`src/rtl/mem_access_ctrl_if.sv`:
```
// Data-bus bundle between the MEM-stage access controller (master) and
// the data memory or bus fabric (slave).
interface mem_access_ctrl_if;
   logic        bus_req_o;
   logic        bus_we_o;
   logic [31:0] bus_addr_o;
   logic [3:0]  bus_sel_o;
   logic [31:0] bus_wdata_o;
   logic [31:0] bus_rdata_i;
   logic        bus_ack_i;

   modport master (
      output bus_req_o, bus_we_o, bus_addr_o, bus_sel_o, bus_wdata_o,
      input  bus_rdata_i, bus_ack_i
   );

   modport slave (
      input  bus_req_o, bus_we_o, bus_addr_o, bus_sel_o, bus_wdata_o,
      output bus_rdata_i, bus_ack_i
   );
endinterface

```
`src/rtl/mem_access_ctrl.sv`:
```
// MEM-stage load/store controller: stalls the pipeline while a single data-bus
// access runs, formats big-endian load lanes and flags misalignment/timeouts.
module mem_access_ctrl #(
   parameter int BUS_TIMEOUT = 16
) (
   input  logic                      clk,
   input  logic                      rst,
   input  logic [4:0]                mem_wd_i,
   input  logic                      mem_wreg_i,
   input  logic [31:0]               mem_wdata_i,
   input  logic [7:0]                mem_aluop_i,
   input  logic [31:0]               mem_mem_addr_i,
   input  logic [31:0]               mem_reg2_i,
   output logic [4:0]                wd_o,
   output logic                      wreg_o,
   output logic [31:0]               wdata_o,
   output logic                      stallreq_o,
   output logic                      err_o,
   mem_access_ctrl_if.master         bus
);

   localparam logic [7:0] EXE_LB_OP  = 8'b1110_0000;
   localparam logic [7:0] EXE_LH_OP  = 8'b1110_0001;
   localparam logic [7:0] EXE_LW_OP  = 8'b1110_0011;
   localparam logic [7:0] EXE_LBU_OP = 8'b1110_0100;
   localparam logic [7:0] EXE_LHU_OP = 8'b1110_0101;
   localparam logic [7:0] EXE_SB_OP  = 8'b1110_1000;
   localparam logic [7:0] EXE_SH_OP  = 8'b1110_1001;
   localparam logic [7:0] EXE_SW_OP  = 8'b1110_1011;

   localparam logic [7:0] TMO_LAST = 8'(BUS_TIMEOUT - 1);

   typedef enum logic [1:0] {
      S_IDLE = 2'b00,
      S_BUSY = 2'b01,
      S_DONE = 2'b10
   } state_t;

   state_t      r_state;
   logic [7:0]  r_cnt;
   logic [7:0]  r_op;
   logic [1:0]  r_addr_lo;
   logic [31:0] r_rdata;
   logic        r_wb_en;
   logic        r_err;
   logic        r_req;
   logic        r_we;
   logic [31:0] r_addr;
   logic [3:0]  r_sel;
   logic [31:0] r_wdata;

   logic        w_is_load;
   logic        w_is_store;
   logic        w_is_mem;
   logic        w_misalign;
   logic [3:0]  w_sel;
   logic [31:0] w_wdata;

   // Pick the addressed lane(s) out of the bus word and extend to 32 bits.
   function automatic logic [31:0] fmt_load(input logic [7:0] op, input logic [1:0] lo,
                                            input logic [31:0] d);
      logic [7:0]  b;
      logic [15:0] h;
      case (lo)
         2'b00:   b = d[31:24];
         2'b01:   b = d[23:16];
         2'b10:   b = d[15:8];
         default: b = d[7:0];
      endcase
      h = lo[1] ? d[15:0] : d[31:16];
      case (op)
         EXE_LB_OP:  fmt_load = {{24{b[7]}}, b};
         EXE_LBU_OP: fmt_load = {24'd0, b};
         EXE_LH_OP:  fmt_load = {{16{h[15]}}, h};
         EXE_LHU_OP: fmt_load = {16'd0, h};
         default:    fmt_load = d;
      endcase
   endfunction

   // Decode the incoming op: kind, alignment, lane select and store data.
   always_comb begin
      w_is_load  = 1'b0;
      w_is_store = 1'b0;
      w_misalign = 1'b0;
      w_sel      = 4'b0000;
      w_wdata    = 32'd0;
      case (mem_aluop_i)
         EXE_LB_OP, EXE_LBU_OP: begin
            w_is_load = 1'b1;
            w_sel     = 4'b1000 >> mem_mem_addr_i[1:0];
         end
         EXE_LH_OP, EXE_LHU_OP: begin
            w_is_load  = 1'b1;
            w_misalign = mem_mem_addr_i[0];
            w_sel      = mem_mem_addr_i[1] ? 4'b0011 : 4'b1100;
         end
         EXE_LW_OP: begin
            w_is_load  = 1'b1;
            w_misalign = |mem_mem_addr_i[1:0];
            w_sel      = 4'b1111;
         end
         EXE_SB_OP: begin
            w_is_store = 1'b1;
            w_sel      = 4'b1000 >> mem_mem_addr_i[1:0];
            w_wdata    = {4{mem_reg2_i[7:0]}};
         end
         EXE_SH_OP: begin
            w_is_store = 1'b1;
            w_misalign = mem_mem_addr_i[0];
            w_sel      = mem_mem_addr_i[1] ? 4'b0011 : 4'b1100;
            w_wdata    = {2{mem_reg2_i[15:0]}};
         end
         EXE_SW_OP: begin
            w_is_store = 1'b1;
            w_misalign = |mem_mem_addr_i[1:0];
            w_sel      = 4'b1111;
            w_wdata    = mem_reg2_i;
         end
         default: begin
            w_is_store = 1'b0;
         end
      endcase
   end

   assign w_is_mem = w_is_load | w_is_store;

   // Access FSM; all bus outputs and the error pulse are registered here.
   always_ff @(posedge clk or negedge rst) begin
      if (!rst) begin
         r_state   <= S_IDLE;
         r_cnt     <= 8'd0;
         r_op      <= 8'd0;
         r_addr_lo <= 2'b00;
         r_rdata   <= 32'd0;
         r_wb_en   <= 1'b0;
         r_err     <= 1'b0;
         r_req     <= 1'b0;
         r_we      <= 1'b0;
         r_addr    <= 32'd0;
         r_sel     <= 4'b0000;
         r_wdata   <= 32'd0;
      end else begin
         r_err <= 1'b0;
         case (r_state)
            S_IDLE: begin
               if (w_is_mem) begin
                  r_op      <= mem_aluop_i;
                  r_addr_lo <= mem_mem_addr_i[1:0];
                  r_cnt     <= 8'd0;
                  if (w_misalign) begin
                     r_state <= S_DONE;
                     r_wb_en <= 1'b0;
                     r_err   <= 1'b1;
                  end else begin
                     r_state <= S_BUSY;
                     r_req   <= 1'b1;
                     r_we    <= w_is_store;
                     r_addr  <= {mem_mem_addr_i[31:2], 2'b00};
                     r_sel   <= w_sel;
                     r_wdata <= w_wdata;
                  end
               end else begin
                  r_state <= S_IDLE;
               end
            end
            S_BUSY: begin
               if (bus.bus_ack_i) begin
                  r_state <= S_DONE;
                  r_req   <= 1'b0;
                  r_we    <= 1'b0;
                  r_sel   <= 4'b0000;
                  r_rdata <= fmt_load(r_op, r_addr_lo, bus.bus_rdata_i);
                  r_wb_en <= ~r_we;
               end else if (r_cnt == TMO_LAST) begin
                  r_state <= S_DONE;
                  r_req   <= 1'b0;
                  r_we    <= 1'b0;
                  r_sel   <= 4'b0000;
                  r_wb_en <= 1'b0;
                  r_err   <= 1'b1;
               end else begin
                  r_cnt <= r_cnt + 8'd1;
               end
            end
            S_DONE: begin
               r_state <= S_IDLE;
            end
            default: begin
               r_state <= S_IDLE;
            end
         endcase
      end
   end

   assign bus.bus_req_o   = r_req;
   assign bus.bus_we_o    = r_we;
   assign bus.bus_addr_o  = r_addr;
   assign bus.bus_sel_o   = r_sel;
   assign bus.bus_wdata_o = r_wdata;
   assign err_o           = r_err;

   // Write-back and stall: pass-through in IDLE, captured result in DONE.
   always_comb begin
      wd_o       = mem_wd_i;
      wreg_o     = 1'b0;
      wdata_o    = mem_wdata_i;
      stallreq_o = 1'b0;
      if (!rst) begin
         wreg_o     = 1'b0;
         stallreq_o = 1'b0;
      end else begin
         case (r_state)
            S_IDLE: begin
               if (w_is_mem) begin
                  stallreq_o = 1'b1;
               end else begin
                  wreg_o = mem_wreg_i;
               end
            end
            S_BUSY: begin
               stallreq_o = 1'b1;
            end
            S_DONE: begin
               wreg_o  = r_wb_en;
               wdata_o = r_rdata;
            end
            default: begin
               stallreq_o = 1'b0;
            end
         endcase
      end
   end

endmodule

```
`src/flat_wrapper.sv`:
```
// flat-port wrapper written by rule: the top's interface ports become plain ports
module mem_access_ctrl_flat 
#(
   parameter int BUS_TIMEOUT = 16
)
  (clk, rst, mem_wd_i, mem_wreg_i, mem_wdata_i, mem_aluop_i, mem_mem_addr_i, mem_reg2_i, wd_o, wreg_o, wdata_o, stallreq_o, err_o, bus_bus_req_o, bus_bus_we_o, bus_bus_addr_o, bus_bus_sel_o, bus_bus_wdata_o, bus_bus_rdata_i, bus_bus_ack_i);
  mem_access_ctrl_if bus_i ();
  input  logic clk;
  input  logic rst;
  input  logic [4:0] mem_wd_i;
  input  logic mem_wreg_i;
  input  logic [31:0] mem_wdata_i;
  input  logic [7:0] mem_aluop_i;
  input  logic [31:0] mem_mem_addr_i;
  input  logic [31:0] mem_reg2_i;
  output logic [4:0] wd_o;
  output logic wreg_o;
  output logic [31:0] wdata_o;
  output logic stallreq_o;
  output logic err_o;
  output wire logic [$bits(bus_i.bus_req_o)-1:0] bus_bus_req_o;
  output wire logic [$bits(bus_i.bus_we_o)-1:0] bus_bus_we_o;
  output wire logic [$bits(bus_i.bus_addr_o)-1:0] bus_bus_addr_o;
  output wire logic [$bits(bus_i.bus_sel_o)-1:0] bus_bus_sel_o;
  output wire logic [$bits(bus_i.bus_wdata_o)-1:0] bus_bus_wdata_o;
  input wire logic [$bits(bus_i.bus_rdata_i)-1:0] bus_bus_rdata_i;
  input wire logic [$bits(bus_i.bus_ack_i)-1:0] bus_bus_ack_i;
  assign bus_bus_req_o = bus_i.bus_req_o;
  assign bus_bus_we_o = bus_i.bus_we_o;
  assign bus_bus_addr_o = bus_i.bus_addr_o;
  assign bus_bus_sel_o = bus_i.bus_sel_o;
  assign bus_bus_wdata_o = bus_i.bus_wdata_o;
  assign bus_i.bus_rdata_i = bus_bus_rdata_i;
  assign bus_i.bus_ack_i = bus_bus_ack_i;
  mem_access_ctrl #(.BUS_TIMEOUT(BUS_TIMEOUT)) u_core (.clk(clk), .rst(rst), .mem_wd_i(mem_wd_i), .mem_wreg_i(mem_wreg_i), .mem_wdata_i(mem_wdata_i), .mem_aluop_i(mem_aluop_i), .mem_mem_addr_i(mem_mem_addr_i), .mem_reg2_i(mem_reg2_i), .wd_o(wd_o), .wreg_o(wreg_o), .wdata_o(wdata_o), .stallreq_o(stallreq_o), .err_o(err_o), .bus(bus_i));
endmodule
```
`config.mk`:
```
export PLATFORM = sky130hd
export DESIGN_NAME = mem_access_ctrl_flat
export DESIGN_NICKNAME = d
export VERILOG_FILES = /design/src/rtl/mem_access_ctrl_if.sv /design/src/rtl/mem_access_ctrl.sv /design/src/flat_wrapper.sv
export SDC_FILE = /design/constraint.sdc
export NUM_CORES = 1
export LEC_CHECK = 0
export CORE_UTILIZATION = 47
export CTS_CLUSTER_DIAMETER = 150
export CTS_CLUSTER_SIZE = 28
export DETAILED_ROUTE_END_ITERATION = 8
export PLACE_DENSITY = 0.86
export SLEW_MARGIN = 20
export SYNTH_ARGS = -nofsm -noshare
export SYNTH_HDL_FRONTEND = slang
export SYNTH_SLANG_ARGS = --single-unit
```
`constraint.sdc`:
```
create_clock -name clk -period 5.79 [get_ports clk]
set_input_delay 1.4475 -clock clk [delete_from_list [all_inputs] [get_ports clk]]
set_output_delay 1.4475 -clock clk [all_outputs]
set_load 0.05 [all_outputs]
```
-- Word level (Yosys, flattened, before mapping)
Cells that the tools add are included.
W data, S select, Z words.
- bits in registers: 122
- input bits: 145
- output and inout bits: 110
- word-level logic and storage cells: 103
- add/subtract/negate cells: 1
- eq/ne operators: 23
- shift operators: 1
- mux-type cells: 48
- bitwise logic cells: 3
- reduce and logical (&&, ||, !) cells: 15
- operators with widths (cell ; count):
    $pmux W32 S4 ; 1
    $eq A8 B8 Y1 const B ; 12
    $pmux W32 S3 ; 1
    $mux W32 ; 2
    $mux W8 ; 3
    $pmux W8 S3 ; 1
    $mux W4 ; 5
    $mux W1 ; 19
    $mux W16 ; 1
    $pmux W8 S2 ; 1
    $pmux W1 S2 ; 7
    $pmux W4 S3 ; 1
    $reduce_and A4 Y1 ; 3
    $reduce_or A3 Y1 ; 3
    $add A8 B1 Y8 const B ; 1
    $eq A8 B4 Y1 const B ; 1
    $mux W2 ; 4
    $pmux W4 S2 ; 1
    $ne A2 B2 Y1 const B ; 3
    $reduce_or A5 Y1 ; 1
    $eq A2 B1 Y1 const B ; 2
    $eq A2 B2 Y1 const B ; 2
    $logic_not A2 Y1 ; 2
    $ne A2 B1 Y1 const B ; 2
    other kinds (9) ; 12

-- Logic depth before layout (Yosys ltp)
- depth after elaboration: 7
- mapped depth: 8
- mapped depth without buffers: 6

-- Worst setup path after synthesis
No wires, ideal clock.
- path kind: input port to output port
- start: input mem_aluop_i[2]
- end: output stallreq_o
- arrival: 3.389 ns
- required time: 4.343 ns
- slack: 0.954 ns
- stages on the path: 5
- path buffers: 1
- cell sequence: buf_6 -> nand2b_4 -> a221oi_1 -> nor2_1 -> nor3b_1
- longest elaborated chain between the ends: 7
- elaborated cells between the ends (all ways): 16
- those cells by class: eq/ne: 8; mux: 5; bitwise: 1; reduce/logical: 2
- RTL lines (what ; line ; text):
    start: declaration ; flat_wrapper.sv:13 ; input logic [7:0] mem_aluop_i;
    $eq A8 B8 Y1 ; mem_access_ctrl.sv:87 ; case (mem_aluop_i)
    $reduce_or A5 Y1 (no line) or $reduce_or A3 Y1 (tied branches) ; n/a ;
    $mux W1 ; mem_access_ctrl.sv:87 ;
    $or A1 B1 Y1 (*) ; mem_access_ctrl.sv:125 ; assign w_is_mem = w_is_load | w_is_store;
    $mux W1 (*) ; mem_access_ctrl.sv:214 ; if (w_is_mem) begin
    $pmux W1 S2 (*) ; mem_access_ctrl.sv:212 ; case (r_state)
    $mux W1 (*) ; mem_access_ctrl.sv:208 ; if (!rst) begin
    end: declaration ; flat_wrapper.sv:19 ; output logic stallreq_o;
Every way passes the cells marked *; elsewhere a longest branch is shown, timed or not.

-- Final worst setup path
Same ends and word-level chain as after synthesis.

==> out/summary.md <==
• complete, no violations — result of the run
• 0 — final setup violating endpoints
• sky130_fd_sc_hd__dfrtp_1 — top cell type by total area after synthesis
• 13900 sq um — Die Outline Area
• 12800 sq um — core area
• 5 — first-pass iteration count of the detailed router
• 122 — clk sinks
• 3.27 ns — data arrival time of the worst path
• 212 MHz — Max Fclk
• 31800 um — first-pass GRT wire length
• 0 — antenna diode count
• 1.08 ns — transition time at the pin with the least slew margin
• 0.41 ns — insertion delay of the later-clocked pin in the worst-skew pair
• 0.485 — portion of the post-synthesis area used by sequential elements
• u_core.bus.bus_addr_o[19] — worst hold endpoint
• u_core.r_state[1] — startpoint of the worst register-to-register path
• 0 — final number of max-transition violations
• input pin — crit start category
• 0.158 — share of cells above drive strength 1
• 19800 um — routed wire length
• 0.297 — overall track demand over capacity in global routing
• 0.360 — fraction of power spent switching nets
• done — clock tree from TritonCTS
• 0.814 — post-route clock period utilization
• 0 — hold buffer count at cts
• 4.16 nW — static power due to leakage
• sky130_fd_sc_hd__clkdlybuf4s50_1 (207), sky130_fd_sc_hd__nand2_1 (152), sky130_fd_sc_hd__dfrtp_1 (122) — leading cell types in the layout, fill and taps excluded
• 5942 — number of global-route vias before repair
• 0.341 — combinational cell fraction of total power
• 0.304 — clock network fraction of design power
• 255 — number of top-level pins
• sky130_fd_sc_hd__dfrtp_1 — Synth Flop Type
• 0 — number of flops mapped to enable cells by yosys
• 0.490 — global-route met2 utilization
• 363 nW/um^2 — total power divided by cell area
• 4.71 ns — time the worst path needs with I/O delays and setup
• 118 um — die boundary width
• u_core.bus.bus_addr_o[19] — launch instance of the worst min-delay path
• 0.491 — starting utilization of the core area
• 6300 sq um — Cell Area, Synth
• 118 um — vertical extent of the die
• 7 — Worst Reg2Reg Path Length in Cells
• sky130_fd_sc_hd__dfrtp_1 (48%), sky130_fd_sc_hd__nand2_1 (9.1%), sky130_fd_sc_hd__mux2_2 (7.2%), sky130_fd_sc_hd__o21ai_0 (3.0%), sky130_fd_sc_hd__mux4_2 (2.9%) — top post-synthesis cells by area
• 0.00713 ns — Clock Skew
• mem_aluop_i[2] — critical path startpoint
• 0.0867 — grt met3 use
• 0.05 ns — Worst-path clk slew
• sky130_fd_sc_hd__clkdlybuf4s50_1 — most common cell after layout, fill and taps aside
• 17 — clock buffers created by TritonCTS
• 1.21 mW — Net Switching
• 2 — CTS max path bufs
• 122 — flip-flop and latch count after synthesis
• 0 — number of antenna violations at the first check in global routing
• 18.4 um — average wire per cell in the routed design
• 4.34 ns — Worst Path Required
• 0 ns — aggregate negative setup slack
• 0.485 — area fraction of the dominant cell type after synthesis
• 2.15 mW — P_int
• in -> out — classification of the worst setup path
• 2 — Hold Path Depth
• 5963 — total via count in the routed design
• 0 — count of buffers added by post-CTS timing repair for setup
• 668 — number of cells produced by synthesis
• 0.363 — GR Layer Usage met1
• 3.17 ns — worst reg2reg setup slack
• 242 — number of buffers added on ports
• 0 — number of instances resized during post-cts repair
• 0.355 — power share of the sequential group
• 1.00 — proportion of synthesized flip-flops having asynchronous set or reset
• output port — Critical Path End Type
• 576 — first-iteration detailed-routing DRC count
• 0.000292 V — peak ir drop on the vdd network
• 0.865 — GPL Wtd Cong
• 9.43 sq um — mean cell area of the mapped netlist
• false — unrepaired setup endpoints after global routing
• 41 — Placement Rows
• 4 — CTS H-Tree Depth
• 0.276 — Relative slew margins
• 0 — antenna violation net count after detailed routing
• 0 — sum of overflow across all layers after global routing
• 14100 um — Post-DP HPWL
• u_core.bus.bus_wdata_o[10] — Crit Reg-Reg Endpoint
• met2 — most utilized layer in the global route result
• reg -> reg — classification of the worst-slack hold path
• 0 — count of max-cap constraint violations
• 0 — Remaining DRCs
• 9 — largest fanout on the critical path
• 54 — largest net degree at the start of global routing
• 47.3% — Area Overhead vs Synth
• 1034 — number of nets in the final layout
• 0 — number of synthesis warnings
• sky130_fd_sc_hd__clkbuf_16 — CTS root buffer
• 0 — final number of hold-violating endpoints
• 3.36 mW — overall power
• 5.56 — number of vias per cell after detailed routing
• 53 — post-synth cell types
## worst max-delay path by stage
stage / slack (ns) / depth (start not counted) / endpoint
after floorplan: 0.95 / 5 / stallreq_o
after global placement: 1.13 / 7 / stallreq_o
after detailed placement: 1.06 / 7 / stallreq_o
after CTS: 1.06 / 7 / stallreq_o
after global routing: 0.94 / 7 / stallreq_o
final: 1.08 / 7 / stallreq_o
## metrics by stage
stage | instances | setup WS (ns) | hold WS [ns] | util | area (sq um)
after CTS | 1073 | 1.06 | 0.479 | 0.723 | 9270
after global placement | 1041 | 1.13 | 0.449 | 0.678 | 8690
after detailed placement | 1041 | 1.06 | 0.462 | 0.678 | 8690
after global routing | 1073 | 0.942 | 0.492 | 0.723 | 9280
after floorplan | 669 | 0.954 | 0.430 | - | 6300
final | 1073 | 1.08 | 0.474 | 0.723 | 9280
## critical path: stages
cell	delay, ns
sky130_fd_sc_hd__clkdlybuf4s50_1	0.56
sky130_fd_sc_hd__nand2b_4	0.23
sky130_fd_sc_hd__a221oi_1	0.26
sky130_fd_sc_hd__buf_4	0.20
sky130_fd_sc_hd__nor2_1	0.04
sky130_fd_sc_hd__nor3b_1	0.34
sky130_fd_sc_hd__buf_12	0.19
## cell usage after synthesis, types with 4 or more instances
master	instances
sky130_fd_sc_hd__mux2i_1	9
sky130_fd_sc_hd__nor3_1	19
sky130_fd_sc_hd__o21ai_1	11
sky130_fd_sc_hd__nand2_1	153
sky130_fd_sc_hd__a32o_1	4
sky130_fd_sc_hd__a21oi_1	27
sky130_fd_sc_hd__nor2b_1	18
sky130_fd_sc_hd__clkbuf_1	35
sky130_fd_sc_hd__mux4_2	8
sky130_fd_sc_hd__a221oi_1	8
sky130_fd_sc_hd__o22ai_1	4
sky130_fd_sc_hd__buf_2	7
sky130_fd_sc_hd__nor2_1	45
sky130_fd_sc_hd__or2_2	4
sky130_fd_sc_hd__nand3_1	35
sky130_fd_sc_hd__buf_4	8
sky130_fd_sc_hd__dfrtp_1	122
sky130_fd_sc_hd__nor3b_1	4
sky130_fd_sc_hd__a22o_1	18
sky130_fd_sc_hd__o21ai_0	38
sky130_fd_sc_hd__mux2_2	40
sky130_fd_sc_hd__nand4_1	4
## layer usage
metal	vias to the layer above	share of wire
met5	-	0
met4	0	0.028
met3	41	0.086
li1	2747	-
met1	2831	0.40
met2	344	0.49
## power by group through the flow
stage,clock network (mW),logic (mW),registers [mW]
6_report,1.02,1.15,1.19
5_1_grt,1.08,1.22,1.22
4_1_cts,1.04,1.15,1.19
3_5_place_dp,0,1.15,1.20
3_3_place_gp,0,1.13,1.19
2_1_floorplan,0,0.430,1.48
## cells by family after synthesis
group	count (synthesis)	synth area share
AO/OA/AOI/OAI	120	0.124
XOR/XNOR	6	0.00835
adder cells (fa/ha/maj)	1	0.00199
buffers and inverters	58	0.0451
flip-flops	122	0.485
multiplexers	57	0.114
other	1	0.000595
AND/OR/NAND/NOR	303	0.221
## flip-flops by register name, summed over array words and instances, names as in the netlist, 2 cells and up
register,count
u_core.r_addr_lo,2
u_core.r_state,2
u_core.bus.bus_sel_o,4
u_core.bus.bus_addr_o,30
u_core.r_cnt,8
u_core.bus.bus_wdata_o,32
u_core.r_op,8
u_core.r_rdata,32
## area by class of cell
type / count / area [sq um]
Tap cell: 172 / 215
Timing Repair Buffer: 256 / 2450
Multi-Input combinational cell: 489 / 2970
Inverter: 2 / 7.51
Sequential cell: 122 / 3050
Clock inverter: 6 / 60.1
Clock buffer: 26 / 519
Fill cell: 950 / 3550
No activity file was read; power rests on OpenSTA's default activity.
